**config.mk**
```make
export PLATFORM = sky130hd
export DESIGN_NAME = stage_bus_controller_flat
export DESIGN_NICKNAME = d
export VERILOG_FILES = /design/src/rtl/stage_bus_controller_if.sv /design/src/rtl/stage_bus_controller.sv /design/src/flat_wrapper.sv
export SDC_FILE = /design/constraint.sdc
export NUM_CORES = 1
export LEC_CHECK = 0
export ABC_AREA = 0
export ABC_CLOCK_PERIOD_IN_PS = 4050
export BUFFER_PORTS_ARGS = -buffer_cell sky130_fd_sc_hd__buf_2
export CORE_MARGIN = 2
export CORE_UTILIZATION = 55
export DETAILED_ROUTE_END_ITERATION = 16
export GPL_TIMING_DRIVEN = 0
export PLACE_DENSITY = 0.89
export REMOVE_ABC_BUFFERS = 1
export SLEW_MARGIN = 15
export SYNTH_ARGS = -nofsm -noshare
export SYNTH_HDL_FRONTEND = slang
export SYNTH_SLANG_ARGS = --single-unit
```
**constraint.sdc**
```tcl
create_clock -name clk -period 4.05 [get_ports clk]
set_input_delay 0.6075 -clock clk [delete_from_list [all_inputs] [get_ports clk]]
set_output_delay 0.6075 -clock clk [all_outputs]
set_load 0.005 [all_outputs]
```
**src/rtl/stage_bus_controller_if.sv**
```systemverilog
// Stage-counter / memory-bus signal bundle for stage_bus_controller.
// master = the controller; slave = the stage counter, datapath and bus side.
interface stage_bus_controller_if;
  logic [2:0] stage_in;
  logic       mem_op;
  logic       mem_we;
  logic       bus_ack;
  logic       stage_hold;
  logic [7:0] stage_en;
  logic       bus_req;
  logic       bus_we;
  logic       bus_is_fetch;
  logic       bus_error;

  modport master (
    input  stage_in, mem_op, mem_we, bus_ack,
    output stage_hold, stage_en, bus_req, bus_we, bus_is_fetch, bus_error
  );

  modport slave (
    output stage_in, mem_op, mem_we, bus_ack,
    input  stage_hold, stage_en, bus_req, bus_we, bus_is_fetch, bus_error
  );
endinterface

```
**src/rtl/stage_bus_controller.sv**
```systemverilog
// Starts a req/ack bus access when the fetch stage or a load/store memory stage is entered; bus_req follows one cycle later.
// The counter is held (stage_hold) from the entry cycle until ack or timeout; stage_en is gated by that hold.
module stage_bus_controller #(
  parameter int NUM_STAGES  = 5,
  parameter int FETCH_STAGE = 0,
  parameter int MEM_STAGE   = 3,
  parameter int TIMEOUT     = 15
) (
  input logic                    clk,
  input logic                    rst,
  stage_bus_controller_if.master sb
);

  localparam logic [2:0] FETCH_S  = 3'(FETCH_STAGE);
  localparam logic [2:0] MEM_S    = 3'(MEM_STAGE);
  localparam logic [3:0] NUM_S    = 4'(NUM_STAGES);
  localparam logic [7:0] TMO_LAST = 8'(TIMEOUT - 1);

  typedef enum logic {IDLE, REQ} state_t;

  state_t     state;
  state_t     state_nxt;
  logic [2:0] prev_stage;
  logic       prev_valid;
  logic [7:0] tmo_cnt;
  logic       entry;
  logic       in_range;
  logic       bus_entry;
  logic       timeout_hit;
  logic       hold;
  logic [7:0] en;
  logic       req_q;
  logic       we_q;
  logic       fetch_q;
  logic       err_q;

  assign in_range    = ({1'b0, sb.stage_in} < NUM_S);
  assign entry       = !prev_valid || (sb.stage_in != prev_stage);
  assign bus_entry   = entry && in_range &&
                       ((sb.stage_in == FETCH_S) || ((sb.stage_in == MEM_S) && sb.mem_op));
  assign timeout_hit = (state == REQ) && (tmo_cnt == TMO_LAST);

  always_ff @(posedge clk) begin
    if (rst) begin
      state <= IDLE;
    end else begin
      state <= state_nxt;
    end
  end

  always_comb begin
    state_nxt = state;
    case (state)
      IDLE:    if (bus_entry) state_nxt = REQ;
      REQ:     if (sb.bus_ack || timeout_hit) state_nxt = IDLE;
      default: state_nxt = IDLE;
    endcase
  end

  always_comb begin
    hold = 1'b0;
    en   = 8'h00;
    case (state)
      IDLE:    hold = bus_entry;
      REQ:     hold = !sb.bus_ack && !timeout_hit;
      default: hold = 1'b0;
    endcase
    for (int i = 0; i < 8; i++) begin
      en[i] = (sb.stage_in == 3'(i)) && (i < NUM_STAGES) && !hold;
    end
  end

  // Access attributes are captured on the entry cycle so later mem_op/mem_we changes are ignored.
  always_ff @(posedge clk) begin
    if (rst) begin
      prev_stage <= 3'd0;
      prev_valid <= 1'b0;
      tmo_cnt    <= 8'd0;
      req_q      <= 1'b0;
      we_q       <= 1'b0;
      fetch_q    <= 1'b0;
      err_q      <= 1'b0;
    end else begin
      prev_stage <= sb.stage_in;
      prev_valid <= 1'b1;
      req_q      <= (state_nxt == REQ);
      if (state == IDLE) begin
        tmo_cnt <= 8'd0;
        if (bus_entry) begin
          fetch_q <= (sb.stage_in == FETCH_S);
          we_q    <= sb.mem_we && (sb.stage_in != FETCH_S);
        end
      end else if (!sb.bus_ack) begin
        if (tmo_cnt != 8'hFF) tmo_cnt <= tmo_cnt + 8'd1;
        if (timeout_hit) err_q <= 1'b1;
      end
    end
  end

  assign sb.stage_hold   = hold;
  assign sb.stage_en     = en;
  assign sb.bus_req      = req_q;
  assign sb.bus_we       = we_q;
  assign sb.bus_is_fetch = fetch_q;
  assign sb.bus_error    = err_q;

endmodule

```
**src/flat_wrapper.sv**
```systemverilog
// flat-port wrapper written by rule: the top's interface ports become plain ports
module stage_bus_controller_flat 
#(
  parameter int NUM_STAGES  = 5,
  parameter int FETCH_STAGE = 0,
  parameter int MEM_STAGE   = 3,
  parameter int TIMEOUT     = 15
)
  (clk, rst, sb_stage_in, sb_mem_op, sb_mem_we, sb_bus_ack, sb_stage_hold, sb_stage_en, sb_bus_req, sb_bus_we, sb_bus_is_fetch, sb_bus_error);
  stage_bus_controller_if sb_i ();
  input logic clk;
  input logic rst;
  input wire logic [$bits(sb_i.stage_in)-1:0] sb_stage_in;
  input wire logic [$bits(sb_i.mem_op)-1:0] sb_mem_op;
  input wire logic [$bits(sb_i.mem_we)-1:0] sb_mem_we;
  input wire logic [$bits(sb_i.bus_ack)-1:0] sb_bus_ack;
  output wire logic [$bits(sb_i.stage_hold)-1:0] sb_stage_hold;
  output wire logic [$bits(sb_i.stage_en)-1:0] sb_stage_en;
  output wire logic [$bits(sb_i.bus_req)-1:0] sb_bus_req;
  output wire logic [$bits(sb_i.bus_we)-1:0] sb_bus_we;
  output wire logic [$bits(sb_i.bus_is_fetch)-1:0] sb_bus_is_fetch;
  output wire logic [$bits(sb_i.bus_error)-1:0] sb_bus_error;
  assign sb_i.stage_in = sb_stage_in;
  assign sb_i.mem_op = sb_mem_op;
  assign sb_i.mem_we = sb_mem_we;
  assign sb_i.bus_ack = sb_bus_ack;
  assign sb_stage_hold = sb_i.stage_hold;
  assign sb_stage_en = sb_i.stage_en;
  assign sb_bus_req = sb_i.bus_req;
  assign sb_bus_we = sb_i.bus_we;
  assign sb_bus_is_fetch = sb_i.bus_is_fetch;
  assign sb_bus_error = sb_i.bus_error;
  stage_bus_controller #(.NUM_STAGES(NUM_STAGES), .FETCH_STAGE(FETCH_STAGE), .MEM_STAGE(MEM_STAGE), .TIMEOUT(TIMEOUT)) u_core (.clk(clk), .rst(rst), .sb(sb_i));
endmodule
```
# Yosys cells after proc, flatten, opt, wreduce, memory -nomap -nowiden
# Cells that the tools add are included.
# word_totals
elab_cells	47
input_bits	8
ff_bits	16
# op_classes
bitwise	2
muxes	5
n_eq_ne	7
order_cmp	1
n_reduce_logical	24
addsub	1
# ops
cell	n
1-bit logical AND	11
8-bit by 1-bit adder with 8-bit output (second input constant)	1
8-bit by 4-bit == test with 1-bit output (second input constant)	1
8-bit != test (second input constant)	1
3-bit by 2-bit == test with 1-bit output (second input constant)	2
1-bit zero test	4
1-bit one-hot mux with 2 select lines	2
2-bit AND reduction	2
3-bit by 1-bit == test with 1-bit output (second input constant)	1
3-bit == test (second input constant)	1
3-bit zero test	1
1-bit logical OR	3
3-bit less-than comparator (second input constant)	1
1-bit 2-to-1 mux	3
3-bit != test	1
3-bit AND reduction	1
3-bit nonzero test	1
1-bit inverter	2
2-bit OR reduction	1

# Logic depth before layout (Yosys ltp)
# Gate-level depths: netlist of run 1.
# logic_depth
ltp_word	7
ltp_mapped	5

# Worst setup path after synthesis of run 1
# Ideal clock, no wire load.
# synth_path
path_kind	input to output
start	input sb_stage_in[1]
end	output sb_stage_en[0]
required_ps	3442
slack_ps	1999
cell_stages	5
t_arrival_ps	1444
cell_sequence	buf_4 > nor2_1 > a21boi_0 > o21ai_1 > nor4b_4
# synth_via
elab_chain_len	7
# synth_lines
element	line	rtl
from (decl)	flat_wrapper.sv:13	input wire logic [$bits(sb_i.stage_in)-1:0] sb_stage_in;
parallel branches: the longest is 6 deep, another holds 3-bit less-than comparator	--	
1-bit logical AND *	stage_bus_controller.sv:69	en[i] = (sb.stage_in == 3'(i)) && (i < NUM_STAGES) && !hold;
to (decl)	flat_wrapper.sv:18	output wire logic [$bits(sb_i.stage_en)-1:0] sb_stage_en;
# Every way passes the cells marked *.

# Worst setup path in the final report of run 1
# Same ends and word-level chain as after synthesis.

==> results of run 1 <==
[registers in the layout, summed over array words and instances, names as in the netlist]
name                    cells
u_core.sb.bus_is_fetch      1
u_core.tmo_cnt              8
u_core.prev_valid           1
u_core.sb.bus_we            1
u_core.sb.bus_req           1
u_core.sb.bus_error         1
u_core.prev_stage           3
[per-layer routing]
layer,share of wire (%),vias to the layer above,track usage (%)
met5,0,-,0
met4,1.3,0,8.48
met3,5.1,4,2.86
met2,46,31,28.1
met1,48,374,25.4
li1,-,396,-
[worst max-delay path, cell delays in order]
cell and delay (ns):
buf_2 0.21, nor2_1 0.10, a21boi_0 0.13, o21ai_1 0.38, nor4b_4 0.27, buf_2 0.15
[Yosys cell counts (3+ instances only)]
| cell | n | share of area [%] |
|---|---|---|
| buf_4 | 6 | 5.0 |
| nor2b_1 | 4 | 2.8 |
| nand3_1 | 6 | 3.3 |
| xnor2_1 | 3 | 2.9 |
| a21oi_1 | 3 | 1.7 |
| nand2_1 | 6 | 2.5 |
| o21ai_0 | 3 | 1.7 |
| a31oi_1 | 6 | 4.2 |
| dfxtp_1 | 16 | 36 |
| inv_1 | 5 | 2.1 |
| nor2_1 | 11 | 4.6 |
[stage by stage]
step	hold WS [ns]	cell area, sq um	utilization [%]	setup WS (ns)
2_1_floorplan	0.452	853	-	2.17
3_3_place_gp	0.448	958	62.9	1.67
3_5_place_dp	0.460	958	62.9	1.61
4_1_cts	0.472	981	64.4	1.60
5_1_grt	0.500	981	64.4	1.54
6_report	0.463	981	64.4	1.58
[layout make-up]
class / instances / area [sq um] / area share (%)
multi-input combinational: 76 / 514 / 52.4
tap: 16 / 20.0 / 2.04
timing repair buffer: 17 / 85.1 / 8.67
inverter: 5 / 18.8 / 1.91
sequential: 16 / 320 / 32.7
clock buffer: 3 / 22.5 / 2.30
[final timing paths]
path	endpoint	cells after the start	startpoint
worst max-delay path	sb_stage_en[0]	6	sb_stage_in[1]
worst min-delay path	u_core.sb.bus_we$_SDFFE_PP0P_	2	u_core.sb.bus_we$_SDFFE_PP0P_
worst max register to register	u_core.tmo_cnt[7]$_SDFFE_PP0P_	5	u_core.tmo_cnt[0]$_SDFFE_PP0P_
worst min register to register	u_core.sb.bus_we$_SDFFE_PP0P_	2	u_core.sb.bus_we$_SDFFE_PP0P_
[power breakdown]
part / internal [uW] / total [uW] / switching, uW
clock: 34.5 / 79.7 / 45.3
sequential: 162 / 165 / 3.62
combinational: 17.4 / 38.4 / 21.1
total: 213 / 283 / 70.0
[layout by cell type, fill, tap and decap left out, types with 2 or more instances in the layout]
master,instances
nor3b_2,2
clkbuf_4,3
a31oi_1,6
buf_2,17
ha_1,2
nor3_1,2
conb_1,3
nand3_1,6
a21oi_1,3
nor2_1,11
inv_1,5
nor2b_1,4
dfxtp_1,16
nand2_1,6
o21ai_0,3
o211ai_1,2
xnor2_1,3
[cell families (layout without fill, tap and decap cells)]
logic type               Yosys count  after routing  share of synthesized area, %
AND/OR/NAND/NOR                   43             43                          30.8
AO/OA/AOI/OAI                     23             23                          17.2
flip-flops                        16             16                          35.5
buffers and inverters             12             25                          8.32
XOR/XNOR                           4              4                          3.88
adder cells (fa/ha/maj)            2              2                          2.77
other                              1              3                         0.416
multiplexers                       1              1                          1.11
==> impl_metrics.yaml, run 1 <==
timing:
  fmax_mhz: 405
  maxSlewViolCount: 0
  min_period_over_period_pct: 61.0
  finalSetupViolCount: 0
  min_period_ns: 2.47
  fin_skew_ns: 0.00149
  rsz0062_at_grt: "false"
  fin_setup_tns_ns: 0
  hold_viol_final: 0
synth:
  netlist_area_sq_um: 902
  synthCells: 102
  synth_edf_count: 0
  yosysWarningCount: 0
  synthArstFlopShare_pct: 0
  ys_types: 40
  ys_seq_area_share_pct: 35.5
  ys_ff_latch: 16
  syn_avg_cell_area_sq_um: 8.84
  synth_flop_cell: "dfxtp_1"
floorplan:
  core_sq_mm: 0.00152
  ios: 21
  dieHeight_um: 44.5
  die_x_um: 44.5
  rows: 14
  start_util_pct: 59.2
  dieArea_sq_mm: 0.00198
layout:
  diodes: 0
  nets: 129
  fin_cells: 133
  fill_cells: 123
  drive_gt1_share_pct: 24.8
  area_growth_pct: 8.74
power_and_ir_drop:
  leakage_uw: 0.000405
  power_uw: 283
  irDropWorstVdd_v: 0.000193
  cellPowerDensity_mw_per_mm2: 289
global_route:
  grt_pass1_vias: 659
  antenna_found_initial: 0
  grt_pass1_wl_um: 2770
  grt_usage_pct: 18.5
  grt-ovfl-total: 0
  grt_max_degree: 11
clock_network:
  post-cts-setup-buffers: 0
  cts_tree: "yes"
  cts_max_level: 1
  ctsHoldBuffers: 0
  cts_made_buffers: 3
  clkLatencyLatePin_ns: 0.28
  clock-sinks: 16
  postCtsResizedCells: 0
  cts-root-buf: "clkbuf_4"
  clk_pin_slew_ns: 0.08
  clock_path_buffers: 2
route:
  firstDrtPassIters: 5
  vias: 805
  wl_um: 1690
  routedWlPerCell_um: 12.7
  drc: 0
  antenna_left: 0
  viasPerCell: 6.05
  drt_iter0_markers: 21
worst_setup_path:
  endpoint_kind: "output pin"
  startpoint_type: "input port"
  cp.required_ns: 3.44
  critical_path_class: "input port to output pin"
  critPathArrivalTime_ns: 1.86
  r2r_slack_ns: 2.64
  cp_max_fo: 10
placed_design:
  gp_congestion: 0.819
  dp.final_hpwl_um: 1290
  port-buffer-count: 17
  dpl.cell_count: 130
flow_run:
  cap_viol_max_count: 0
run_status:
  status: "complete, no violations"
worst_hold_path:
  min_path_type: "flip-flop to flip-flop"
Power figures use the tool's default switching activity.
==> run 2, diff against run 1 <==
ABC_CLOCK_PERIOD_IN_PS = 2100   (was 4050)
CORE_UTILIZATION = 46   (was 55)
PLACE_DENSITY = 0.81   (was 0.89)
clock period = 2.1 ns   (was 4.05 ns; I/O delays follow)
==> impl_metrics.yaml, run 2 (synthesis gave the netlist of run 1 again) <==
layout:
  nets: 129
  diodes: 0
  reg.largest.list: "u_core.tmo_cnt: 8 flops, u_core.prev_stage: 3 flops"
  top_register: "u_core.tmo_cnt"
  drive_gt1_share_pct: 28.0
  fill_cells: 177
  final_common_cell: "buf_2"
  largest_register_ffs: 8
  fin_util_pct: 53.8
  layout_common_cells: "17 x buf_2, 14 x dfxtp_1, 11 x nor2_1"
  final_cell_area_sq_mm: 0.00102
  area_growth_pct: 13.5
  fin_cells: 145
global_route:
  grt_max_degree: 11
  grt_usage_pct: 14.7
  grt_pass1_wl_um: 2430
  antenna_found_initial: 0
  grt_pass1_vias: 587
  grt-ovfl-total: 0
floorplan:
  dieHeight_um: 48.3
  die_x_um: 48.3
  dieArea_sq_mm: 0.00233
  start_util_pct: 47.4
  core_sq_mm: 0.00190
  rows: 16
  ios: 21
route:
  wl_um: 1710
  routedWlPerCell_um: 11.8
  viasPerCell: 5.39
  drt_iter0_markers: 21
  antenna_left: 0
  firstDrtPassIters: 4
  drc: 0
  vias: 781
timing:
  fin_setup_tns_ns: 0
  maxSlewViolCount: 0
  hold_viol_final: 0
  fmax_mhz: 509
  finalSetupViolCount: 0
  rsz0062_at_grt: "false"
  min_period_ns: 1.96
  fin_skew_ns: 0.00163
  min_period_over_period_pct: 93.6
  holdWs_ns: 0.269
clock_network:
  clock_path_buffers: 2
  cts_made_buffers: 3
  clock-sinks: 16
  cts-root-buf: "clkbuf_4"
  cts_max_level: 1
  cts_tree: "yes"
  clkLatencyLatePin_ns: 0.27
  clk_pin_slew_ns: 0.09
power_and_ir_drop:
  leakage_uw: 0.000419
  irDropWorstVdd_v: 0.000346
  cellPowerDensity_mw_per_mm2: 575
placed_design:
  gp_congestion: 0.850
  port-buffer-count: 17
  postPlaceCellArea_sq_um: 972
  dp.final_hpwl_um: 1300
  dpl.cell_count: 141
worst_setup_path:
  critical_path_class: "flip-flop to output pin"
  cp.required_ns: 1.78
  startpoint_type: "flip-flop"
  critPathArrivalTime_ns: 1.65
  endpoint_kind: "output pin"
  cp_max_fo: 9
worst_hold_path:
  min_path_type: "input port to flip-flop"
flow_run:
  cap_viol_max_count: 0
run_status:
  status: "complete, no violations"
-- run 2: cell types whose count changed in the layout (fill, tap and decap cells not counted) --
cell | before | now
dfxtp_1 | 16 | 14
dfxtp_2 | 0 | 2
clkbuf_8 | 0 | 1
nor4_2 | 1 | 0
nor4_4 | 0 | 1
o21ai_1 | 1 | 0
o21ai_2 | 0 | 1
-- run 2: what timing repair did --
item / 4_1_cts / 5_1_grt
setup endpoints to repair: 0 / 4
buffers inserted: 0 / 0
hold buffers: 0 / 0
gates resized for setup: 0 / 4
-- run 2: worst max-delay path: stages, from the launching register on --
cell and delay [ns]:
dfxtp_2 0.38, nor4_4 0.30, a311o_2 0.27, nand2b_4 0.09, nor4b_4 0.19, buf_2 0.14
-- run 2: final timing paths --
kind	start	endpoint	slack (ns)	cells after the start
setup reg to reg	u_core.tmo_cnt[0]$_SDFFE_PP0P_	u_core.tmo_cnt[7]$_SDFFE_PP0P_	0.71	5
setup / recovery	u_core.tmo_cnt[4]$_SDFFE_PP0P_	sb_stage_en[0]	0.14	5
hold reg to reg	u_core.sb.bus_we$_SDFFE_PP0P_	u_core.sb.bus_we$_SDFFE_PP0P_	0.47	2
hold / removal	rst	u_core.prev_stage[0]$_SDFF_PP0_	0.27	2
-- run 2: area by class of cell --
class	instances	area, sq um	area share, %
multi-input cells	76	527	51.5
flip-flops and latches	16	323	31.5
repair buffers	17	85.1	8.31
clock buffers	4	36.3	3.55
well taps	27	33.8	3.30
inverters	5	18.8	1.83
-- run 2: stage by stage --
step | worst slack (ns) | power, uW
4_1_cts | 0.0214 | 592
6_report | 0.135 | 588
3_3_place_gp | 0.292 | 395
2_1_floorplan | 0.582 | 367
5_1_grt | 0.0347 | 615
3_5_place_dp | 0.212 | 399
-- run 2: metal layers --
metal / wire length, um / track usage (%)
met4: 0 / 4.86
met2: 838 / 27.1
met3: 91 / 2.22
met1: 776 / 17.1
met5: 0 / 0
-- run 2: power by group --
| group | switching, uW | leakage, uW | internal (uW) |
|---|---|---|---|
| sequential | 6.47 | 0.000132 | 312 |
| clock | 90.8 | 0.0000210 | 105 |
| combinational | 40.0 | 0.000267 | 33.7 |
==> run 3, diff against run 2 <==
ABC_CLOCK_PERIOD_IN_PS = 2330   (was 2100)
CORE_UTILIZATION = 50   (was 46)
PLACE_DENSITY = 0.83   (was 0.81)
clock period = 2.33 ns   (was 2.1 ns; I/O delays follow)
==> impl_metrics.yaml, run 3 (synthesis gave the netlist of run 1 again) <==
global_route:
  grt_pass1_wl_um: 2810
  antenna_found_initial: 0
  grt_util_met3_pct: 2.35
  grt_pass1_vias: 617
  use_met2_pct: 24.7
  grt-ovfl-total: 0
  grt_most_used_layer: "met1"
  grt_util_met1_pct: 27.9
  grt_usage_pct: 18.7
  grt_max_degree: 11
worst_setup_path:
  endpoint_kind: "output pin"
  r2r-end: "u_core.tmo_cnt[7]$_SDFFE_PP0P_"
  worstPathCellList: "nor2b_1, a31oi_1, o21ai_1, nor4b_4, buf_2"
  cp_max_fo: 5
  r2r_slack_ns: 0.91
  reg2reg_from: "u_core.tmo_cnt[0]$_SDFFE_PP0P_"
  critPathArrivalTime_ns: 1.79
  reg2reg_depth: 5
  crit_slowest_cell: "o21ai_1"
  startpoint: "u_core.prev_valid$_DFF_P_"
  cp.required_ns: 1.98
  setup.worst_path.end: "sb_stage_en[0]"
  startpoint_type: "flip-flop"
  critical_path_class: "flip-flop to output pin"
  timing.critical_path.slowest_cell_delay_ns: 0.38
layout:
  drive_gt1_share_pct: 25.4
  largest_register_ffs: 8
  fin_util_pct: 58.9
  nets: 129
  layout_common_cells: "17 x buf_2, 16 x dfxtp_1, 11 x nor2_1"
  reg.largest.list: "u_core.tmo_cnt: 8 flops, u_core.prev_stage: 3 flops"
  area_growth_pct: 11.5
  diodes: 0
  top_register: "u_core.tmo_cnt"
  final_common_cell: "buf_2"
  fill_cells: 153
  fin_cells: 143
route:
  antenna_left: 0
  routedWlPerCell_um: 12.6
  firstDrtPassIters: 4
  drt_iter0_markers: 33
  viasPerCell: 5.66
  vias: 809
  drc: 0
  wl_um: 1800
clock_network:
  ctsHoldBuffers: 0
  cts_made_buffers: 3
  postCtsResizedCells: 0
  post-cts-setup-buffers: 0
  cts_max_level: 1
  clk_pin_slew_ns: 0.10
  cts_tree: "yes"
  clock-sinks: 16
  clock_path_buffers: 2
  clkLatencyLatePin_ns: 0.30
  cts-root-buf: "clkbuf_4"
power_and_ir_drop:
  leakage_uw: 0.000412
  power_uw: 545
  cellPowerDensity_mw_per_mm2: 542
  irDropWorstVdd_v: 0.000380
placed_design:
  dp.final_hpwl_um: 1260
  gp_congestion: 0.873
  dpl.cell_count: 139
  pre_cts_ws_ns: 0.430
  port-buffer-count: 17
floorplan:
  start_util_pct: 52.8
  dieArea_sq_mm: 0.00216
  core_sq_mm: 0.00171
  ios: 21
  die_x_um: 46.5
  rows: 15
  dieHeight_um: 46.5
timing:
  min_period_over_period_pct: 91.7
  finalSetupViolCount: 0
  fmax_mhz: 468
  min_period_ns: 2.14
  fin_skew_ns: 0.00709
  hold_viol_final: 0
  setup_ws_ns: 0.194
  rsz0062_at_grt: "false"
  maxSlewViolCount: 0
  fin_setup_tns_ns: 0
flow_run:
  cap_viol_max_count: 0
worst_hold_path:
  min_path_type: "input port to flip-flop"
run_status:
  status: "complete, no violations"
==> run 3: cell counts in the layout (fill, tap and decap cells not counted) <==
Identical to the previous run, type by type.
==> run 3: per-layer routing <==
metal | vias up | share of wire (%)
met5 | - | 0
met4 | 0 | 2.4
met3 | 7 | 6.3
met2 | 38 | 45
met1 | 369 | 47
li1 | 395 | -
==> run 3: layout make-up <==
type                       count  area [sq um]  area share [%]
sequential                    16           320            31.8
multi-input combinational     76           514            51.1
clock buffer                   4          36.3            3.61
timing repair buffer          17          85.1            8.46
tap                           25          31.3            3.11
inverter                       5          18.8            1.87
==> run 3: power by group <==
group	total, uW	switching (uW)	internal (uW)
Combinational	67.1	37.0	30.1
Clock	190	95.1	95.3
Sequential	288	6.81	281
Total	545	139	406
==> run 3: worst max-delay path: cells and delay by family, from the launching register on <==
family                 cells  cell delay (ns)
and+or+nand+nor            2             0.50
AOI/OAI and AO/OA          2             0.51
DFF                        1             0.33
buffers and inverters      1             0.14
==> run 3: stage by stage <==
step,hold slack (ns),cell area [sq um]
after floorplan,0.419,853
after global placement,0.446,970
after detailed placement,0.450,970
after CTS,0.309,1010
after global routing,0.308,1010
final,0.298,1010
==> run 3: worst min path at each step <==
stage,start,endpoint,slack [ns],cells past startpoint
5_1_grt,rst,u_core.prev_stage[2]$_SDFF_PP0_,0.31,2
2_1_floorplan,rst,u_core.sb.bus_is_fetch$_SDFFE_PP0P_,0.42,1
4_1_cts,rst,u_core.sb.bus_req$_SDFF_PP0_,0.31,2
3_5_place_dp,u_core.sb.bus_we$_SDFFE_PP0P_,u_core.sb.bus_we$_SDFFE_PP0P_,0.45,2
3_3_place_gp,u_core.sb.bus_we$_SDFFE_PP0P_,u_core.sb.bus_we$_SDFFE_PP0P_,0.45,2
6_report,rst,u_core.sb.bus_req$_SDFF_PP0_,0.30,2
